--- src/rtl/wb_sram_bist_pkg.sv ---
// wb_sram_bist_pkg: shared state encoding, bus constants and the BIST data pattern.
// The inverse-pass states exist only when WB_SRAM_BIST_INV_PASS_EN is defined.
package wb_sram_bist_pkg;

    localparam logic [31:0] WORD_STRIDE = 32'd4;
    localparam logic [3:0]  SEL_ALL     = 4'hF;

    typedef enum logic [3:0] {
        S_IDLE, S_WR_REQ, S_WR_GAP, S_RD_REQ, S_RD_CHK, S_FIN
`ifdef WB_SRAM_BIST_INV_PASS_EN
        , S_IWR_REQ, S_IWR_GAP, S_IRD_REQ, S_IRD_CHK
`endif
    } state_e;

    function automatic logic [31:0] pattern(input logic [31:0] seed, input logic [15:0] idx);
        return seed ^ {~idx, idx};
    endfunction

endpackage

--- src/rtl/wb_sram_bist_watchdog.sv ---
// wb_sram_bist_watchdog: counts cycles a strobe waits for ack; expired is high on the last allowed cycle.
module wb_sram_bist_watchdog #(
    parameter int TIMEOUT_CYCLES = 64
) (
    input  logic i_clk,
    input  logic i_rst_n,
    input  logic i_clr,
    input  logic i_en,
    output logic o_expired
);
    localparam int W = $clog2(TIMEOUT_CYCLES);

    logic [W-1:0] r_cnt;

    always_ff @(posedge i_clk or negedge i_rst_n) begin
        if (!i_rst_n) r_cnt <= '0;
        else          r_cnt <= (i_clr || !i_en) ? '0 : r_cnt + W'(1);
    end

    assign o_expired = i_en && (r_cnt == W'(TIMEOUT_CYCLES - 1));

endmodule

--- src/rtl/wb_sram_bist_master.sv ---
// wb_sram_bist_master: Wishbone classic BIST initiator; writes pattern(i) over a word range, reads it back, compares.
// Define WB_SRAM_BIST_INV_PASS_EN to append a second write/read pass using the inverted pattern.
module wb_sram_bist_master
    import wb_sram_bist_pkg::*;
#(
    parameter int CNT_W          = 16,
    parameter int TIMEOUT_CYCLES = 64,
    parameter int ERR_W          = 16
) (
    input  logic              wb_clk_i,
    input  logic              wb_rst_ni,
    input  logic              start_i,
    input  logic [31:0]       base_adr_i,
    input  logic [CNT_W-1:0]  word_count_i,
    input  logic [31:0]       seed_i,
    output logic              wbm_cyc_o,
    output logic              wbm_stb_o,
    output logic              wbm_we_o,
    output logic [3:0]        wbm_sel_o,
    output logic [31:0]       wbm_adr_o,
    output logic [31:0]       wbm_dat_o,
    input  logic              wbm_ack_i,
    input  logic [31:0]       wbm_dat_i,
    output logic              busy_o,
    output logic              done_o,
    output logic              pass_o,
    output logic              timeout_o,
    output logic [ERR_W-1:0]  err_count_o,
    output logic [31:0]       first_fail_adr_o
);
    state_e             r_state, w_next;
    logic [31:0]        r_base, r_seed, r_rdat, r_ff;
    logic [CNT_W-1:0]   r_cnt, r_idx;
    logic [ERR_W-1:0]   r_err;
    logic               r_timeout, r_pass;
    logic               w_wr_req, w_rd_req, w_gap, w_chk, w_inv;
    logic               w_stb, w_last, w_expired, w_start, w_mismatch;
    logic [31:0]        w_adr, w_pat;

`ifdef WB_SRAM_BIST_INV_PASS_EN
    assign w_wr_req = r_state inside {S_WR_REQ, S_IWR_REQ};
    assign w_rd_req = r_state inside {S_RD_REQ, S_IRD_REQ};
    assign w_gap    = r_state inside {S_WR_GAP, S_IWR_GAP};
    assign w_chk    = r_state inside {S_RD_CHK, S_IRD_CHK};
    assign w_inv    = r_state inside {S_IWR_REQ, S_IWR_GAP, S_IRD_REQ, S_IRD_CHK};
`else
    assign w_wr_req = r_state == S_WR_REQ;
    assign w_rd_req = r_state == S_RD_REQ;
    assign w_gap    = r_state == S_WR_GAP;
    assign w_chk    = r_state == S_RD_CHK;
    assign w_inv    = 1'b0;
`endif

    assign w_stb      = w_wr_req || w_rd_req;
    assign w_last     = r_idx == r_cnt - CNT_W'(1);
    assign w_adr      = r_base + 32'(r_idx) * WORD_STRIDE;
    assign w_pat      = pattern(r_seed, 16'(r_idx)) ^ {32{w_inv}};
    assign w_start    = (r_state == S_IDLE) && start_i;
    assign w_mismatch = w_chk && (r_rdat != w_pat);

    // Bus outputs decode straight from state so an async reset drops cyc/stb at once.
    assign wbm_cyc_o        = w_stb;
    assign wbm_stb_o        = w_stb;
    assign wbm_we_o         = w_wr_req;
    assign wbm_sel_o        = w_stb ? SEL_ALL : 4'h0;
    assign wbm_adr_o        = w_stb ? w_adr : '0;
    assign wbm_dat_o        = w_wr_req ? w_pat : '0;
    assign busy_o           = !(r_state inside {S_IDLE, S_FIN});
    assign done_o           = r_state == S_FIN;
    assign pass_o           = done_o ? (r_err == '0 && !r_timeout) : r_pass;
    assign timeout_o        = r_timeout;
    assign err_count_o      = r_err;
    assign first_fail_adr_o = r_ff;

    wb_sram_bist_watchdog #(.TIMEOUT_CYCLES(TIMEOUT_CYCLES)) u_wdog (
        .i_clk     (wb_clk_i),
        .i_rst_n   (wb_rst_ni),
        .i_clr     (wbm_ack_i),
        .i_en      (w_stb),
        .o_expired (w_expired)
    );

    always_comb begin
        w_next = r_state;
        case (r_state)
            S_IDLE:    if (start_i) w_next = (word_count_i == '0) ? S_FIN : S_WR_REQ;
            S_WR_REQ:  w_next = wbm_ack_i ? S_WR_GAP : w_expired ? S_FIN : S_WR_REQ;
            S_WR_GAP:  w_next = w_last ? S_RD_REQ : S_WR_REQ;
            S_RD_REQ:  w_next = wbm_ack_i ? S_RD_CHK : w_expired ? S_FIN : S_RD_REQ;
`ifdef WB_SRAM_BIST_INV_PASS_EN
            S_RD_CHK:  w_next = w_last ? S_IWR_REQ : S_RD_REQ;
            S_IWR_REQ: w_next = wbm_ack_i ? S_IWR_GAP : w_expired ? S_FIN : S_IWR_REQ;
            S_IWR_GAP: w_next = w_last ? S_IRD_REQ : S_IWR_REQ;
            S_IRD_REQ: w_next = wbm_ack_i ? S_IRD_CHK : w_expired ? S_FIN : S_IRD_REQ;
            S_IRD_CHK: w_next = w_last ? S_FIN : S_IRD_REQ;
`else
            S_RD_CHK:  w_next = w_last ? S_FIN : S_RD_REQ;
`endif
            S_FIN:     w_next = S_IDLE;
            default:   w_next = S_IDLE;
        endcase
    end

    always_ff @(posedge wb_clk_i or negedge wb_rst_ni) begin
        if (!wb_rst_ni) begin
            r_state   <= S_IDLE;
            r_base    <= '0;
            r_seed    <= '0;
            r_cnt     <= '0;
            r_idx     <= '0;
            r_rdat    <= '0;
            r_err     <= '0;
            r_ff      <= '0;
            r_timeout <= 1'b0;
            r_pass    <= 1'b0;
        end else begin
            r_state <= w_next;
            if (w_start) begin
                r_base    <= base_adr_i & ~32'h3;
                r_cnt     <= word_count_i;
                r_seed    <= seed_i;
                r_idx     <= '0;
                r_err     <= '0;
                r_ff      <= '0;
                r_timeout <= 1'b0;
                r_pass    <= 1'b0;
            end
            if (w_gap || w_chk) r_idx <= w_last ? '0 : r_idx + CNT_W'(1);
            if (w_rd_req && wbm_ack_i) r_rdat <= wbm_dat_i;
            if (w_mismatch) begin
                if (r_err == '0) r_ff <= w_adr;
                if (r_err != '1) r_err <= r_err + ERR_W'(1);
            end
            if (w_stb && !wbm_ack_i && w_expired) r_timeout <= 1'b1;
            if (done_o) r_pass <= pass_o;
        end
    end

endmodule

--- config.mk ---
export PLATFORM = sky130hd
export DESIGN_NAME = wb_sram_bist_master
export DESIGN_NICKNAME = d
export VERILOG_FILES = /design/src/rtl/wb_sram_bist_pkg.sv /design/src/rtl/wb_sram_bist_watchdog.sv /design/src/rtl/wb_sram_bist_master.sv
export SDC_FILE = /design/constraint.sdc
export NUM_CORES = 1
export LEC_CHECK = 0
export CORE_AREA = 5 5 153 155
export DETAILED_ROUTE_END_ITERATION = 10
export DIE_AREA = 0 0 158 160
export PLACE_DENSITY = 0.78
export SLEW_MARGIN = 40
export SYNTH_ARGS = -nofsm -noshare
export SYNTH_HDL_FRONTEND = slang
export SYNTH_SLANG_ARGS = --single-unit
export TNS_END_PERCENT = 5
--- constraint.sdc ---
create_clock -name wb_clk_i -period 6.09 [get_ports wb_clk_i]
set_clock_uncertainty 0.2 [all_clocks]
set_input_delay 1.218 -clock wb_clk_i [delete_from_list [all_inputs] [get_ports wb_clk_i]]
set_output_delay 1.218 -clock wb_clk_i [all_outputs]
set_load 0.05 [all_outputs]
==> results <==
- The largest driver fanout on the critical path is 13.
- The initial antenna violation count is 0.
- The post-layout total power is 7.116 mW.
- The compound-gate portion of the synthesized area is 7.890%.
- The maximum VDD drop is 0.3891 mV.
- The start point of the worst min-delay path is r_base[9].
- For the pin with the worst max-slew slack, the measured transition is 0.7865 ns.
- The die boundary width is 158 µm.
- The number of maximum-capacitance violations is 0.
- The type of destination of the critical path is an output pin.
- The remaining design rule violation count is 0.
- The I/O pin total is 239.
- Dividing total power by cell area gives a power density of 512.4 nW/µm².
- The detailed router finished its first iteration with 407 violations.
- The buffer type at the clock tree root is sky130_fd_sc_hd__clkbuf_16.
- The clock transition at the registers of the reported paths is 0.07 ns.
- The end point of the critical path is wbm_adr_o[29].
- The leakage dissipation is 6.336 nW.
- The share of the clock period used by the worst path is 92.35%.
- The initialized floorplan defines 54 standard-cell rows.
- For this run, the total global-route usage over all layers was measured as 23.09%.
- The area share of the largest cell type after synthesis is 43.12%.
- Counting buffers and inverters, the worst setup path is 10 cells deep.
- Multiplexer cells account for 6.084% of the synthesized area.
- The synthesized area per cell is 9.287 µm².
- The growth of design area from synthesis to finish is 29.37%.
- Headroom to the max-slew limit came out at 47.56%.
- The area of combinational cells with multiple inputs is 5732 µm².
- Counting along the longest clock path gives a buffer depth of 2.
- The final count of pins violating max slew is 0.
- The area occupied by registers is 4629 µm².
- After synthesis, the netlist uses 64 different library cells.
- The number of buffer and inverter stages on the critical path is 1.
- In this run the critical register-to-register path is captured at r_idx[14].
- Of the total synthesized cell area, the portion taken by XOR and XNOR cells is 13.88%.
- The cell type with the highest aggregate area in the netlist is sky130_fd_sc_hd__dfrtp_1.
- The run finished with clean final reports.
- The slack of the worst reg-to-reg path is 2.46 ns.
- The clock buffer count from CTS is 17.
- The floorplan step defined a die boundary enclosing 25280 µm².
- The peak per-stage delay on the critical path is 0.82 ns.
- The total number of clock tree sinks is 185.
- The pre-antenna-repair detailed-routing pass consisted of 5 iterations.
- Using the TritonRoute via totals, the vias-per-cell ratio works out to 5.413.
- The quantity of hold-fixing buffers added after cts is 0.
- After floorplanning, the core was sized to cover 21690 µm².
- The initial utilization of the core area, before any placement, comes to 49.50%.
- STA classifies the critical path startpoint as a register.
- The routed wire length per instance is 17.61 µm.
- The kind of cell adding the most delay to the critical path is simple AND/OR/NAND/NOR gates.
- The worst hold path belongs to the class register to register.
- The estimated wirelength of the detail-placed design is 21130 µm.
- In this run the critical register-to-register path is launched from r_cnt[0].
- The weighted congestion at the end of routability-driven global placement is 0.8607.
- The count of fill cells added during filler insertion is 1746.
- 0 antenna diodes ended up in the layout.
- After synthesis, flip-flops and latches occupy 43.12% of the total area.
- The smallest clock period supported by the final layout is computed as 5.624 ns.
- Once detail routing completed, the nets flagged for antenna violations numbered 0.
- Wires add up to 29020 µm.
- For the worst flop-to-flop path, the logic depth is 11.
- The synthesized-area fraction occupied by adder cells is 2.634%.
- The critical path goes through ha_1 > nand2_1 > or3_1 > or3_1 > a31o_2 > a21boi_2 > o211ai_1 > xor2_1 > nor2_1 > clkdlybuf4s50_1.
- The count of flip-flops with a built-in enable after synthesis is 0.
- Setup violations remaining at the end of the flow were counted as 0.
- Summed over all failing endpoints, the final setup total negative slack is 0 ns.
- The arrival time at the worst endpoint is 4.21 ns.
- The TritonCTS clock tree is built.
- Setup repair after global routing left no endpoint under its margin.
- Among all flip-flop cells after synthesis, the most frequent one is sky130_fd_sc_hd__dfrtp_1.
- The cell count after synthesis is 1156.
- The launching element of the worst setup path is r_idx[7].
- The count of buffers inserted at the top-level ports is 234.
- The synthesized design contains 185 register bits.
- The synthesized-area fraction occupied by and/or/nand/nor cells is 22.59%.
- The category of the most critical setup path is register to output pin.
- The via count of the first global-routing pass is 9023.
- After synthesis, the largest family of logic cells by area is simple AND/OR/NAND/NOR gates.
- The total overflow left after global routing is 0.
- The cell area after synthesis is 10740 µm².
- In the synthesized netlist the async set-or-reset flop fraction comes to 100.0%.
- The clock latency on the worst-skew pair is 0.43 ns.
- The number of levels the H-tree was split into is 4.
- Entering global routing, the biggest net connects 114 pins.
- The vias after detailed routing is 8921.
- The peak clock frequency supported by timing is 177.8 MHz.
- In the final design database the tool counted 1493 nets.
- During synthesis, Yosys emitted a total of 0 warnings.
- After synthesis, the cell types taking the most area are sky130_fd_sc_hd__dfrtp_1, sky130_fd_sc_hd__nand2_1, sky130_fd_sc_hd__xor2_1.
- The first-pass GRT wire length is 46840 µm.
- The die outline height is 160 µm.
- The number of hold violations in the final report is 0.
- On the critical path, the stage with the largest delay is an instance of sky130_fd_sc_hd__clkdlybuf4s50_1.
- At the worst endpoint, the required time is 4.67 ns.
- The cell repeated most along the worst path is sky130_fd_sc_hd__or3_1.
- The share of post-route cells with drive strength above 1 is 7.529%.
[routing by layer]
layer  up-vias  track usage (%)  wire (µm)
met3        39            5.954       2278
met1      4290            30.64      12260
met4         0            6.320        519
met5         -                0          0
li1       4284                -          -
met2       308            37.64      13970
[worst min path at each step]
| stage | endpoint | slack (ns) | cells past startpoint |
|---|---|---|---|
| after CTS | r_base[2] | 0.29 | 2 |
| after floorplan | r_base[10] | 0.25 | 2 |
| after global routing | r_base[2] | 0.31 | 2 |
| after global placement | r_base[2] | 0.27 | 2 |
| after detailed placement | r_base[9] | 0.27 | 2 |
| final | r_base[9] | 0.29 | 2 |
[report_power, final]
part / switching (mW) / internal, mW / leakage [nW]
logic: 2.40 / 1.50 / 3.65
clock network: 0.535 / 0.590 / 0.293
registers: 0.434 / 1.66 / 2.39
[cells by family after synthesis]
family | Yosys count
buf+inv | 90
flops | 185
fa+ha+maj | 22
compound gates | 123
mux | 61
xor+xnor | 128
other cells | 1
simple gates | 546
[layout make-up]
type                    count  share of cell area (%)
multi-input cells         882                   41.27
flip-flops and latches    185                   33.33
repair buffers            253                   18.09
clock buffers              17                   3.063
well taps                 280                   2.523
clock inverters            15                   1.288
inverters                  16                  0.4324
[cells in the mapped netlist (11+ instances only)]
cell type and n:
sky130_fd_sc_hd__xnor2_1 41, sky130_fd_sc_hd__a21oi_1 31, sky130_fd_sc_hd__dfrtp_1 185, sky130_fd_sc_hd__nand3_1 39, sky130_fd_sc_hd__ha_1 21, sky130_fd_sc_hd__buf_2 14
sky130_fd_sc_hd__o21ai_0 29, sky130_fd_sc_hd__o211ai_1 11, sky130_fd_sc_hd__mux2i_1 27, sky130_fd_sc_hd__nand2_1 302, sky130_fd_sc_hd__xnor3_1 17, sky130_fd_sc_hd__mux2_2 34
sky130_fd_sc_hd__xor2_1 61, sky130_fd_sc_hd__a21o_1 13, sky130_fd_sc_hd__nand4_1 19, sky130_fd_sc_hd__inv_1 16, sky130_fd_sc_hd__and3_1 17, sky130_fd_sc_hd__nor4_1 12
sky130_fd_sc_hd__nor3_1 20, sky130_fd_sc_hd__clkbuf_1 40, sky130_fd_sc_hd__nor2_1 91
[timing repair]
action | 4_1_cts | 5_1_grt
setup endpoints to repair | 0 | 1
buffers inserted | 0 | 0
resized for setup | 0 | 1
[through the flow]
stage / worst slack (ns) / cell area [µm²] / hold WS, ns / instances / utilization, %
after detailed placement: 0.7536 / 13270 / 0.2742 / 1615 / 61.20
after floorplan: 1.473 / 10740 / 0.2523 / 1157 / -
final: 0.4656 / 13890 / 0.2913 / 1648 / 64.04
after CTS: 0.2827 / 13880 / 0.2937 / 1647 / 63.98
after global placement: 0.7975 / 13230 / 0.2664 / 1614 / 61.02
after global routing: 0.2000 / 13890 / 0.3133 / 1648 / 64.04
[flip-flops by register name (all words and copies together) (netlist names)]
| signal | cells |
|---|---|
| r_seed | 32 |
| r_cnt | 16 |
| timeout_o | 1 |
| r_idx | 16 |
| r_state | 3 |
| first_fail_adr_o | 32 |
| r_base | 30 |
| r_pass | 1 |
| err_count_o | 16 |
| u_wdog.r_cnt | 6 |
| r_rdat | 32 |
[worst register-to-register path, stage by stage, from the launching register on]
cell and delay [ns]:
sky130_fd_sc_hd__dfrtp_1 0.44, sky130_fd_sc_hd__inv_1 0.13, sky130_fd_sc_hd__ha_1 0.30, sky130_fd_sc_hd__nor3b_1 0.53, sky130_fd_sc_hd__nand4_1 0.20, sky130_fd_sc_hd__xor2_1 0.18
sky130_fd_sc_hd__nor3b_1 0.21, sky130_fd_sc_hd__nor3_1 0.10, sky130_fd_sc_hd__a2111oi_4 0.46, sky130_fd_sc_hd__clkbuf_4 0.31, sky130_fd_sc_hd__nand2b_1 0.29, sky130_fd_sc_hd__o21ai_0 0.14
[cell usage in the layout, fill, tap and decap left out, drive strengths merged, types with 19 or more instances in the layout]
cell type	instances
o21ai	29
dfrtp	185
nand2	302
mux2i	27
xnor2	41
nor2	92
ha	21
a21oi	31
inv	23
mux2	34
nor3	23
nand3	41
clkdlybuf4s50	233
nand4	19
clkbuf	19
xor2	61
No activity file was read; power rests on OpenSTA's default activity.
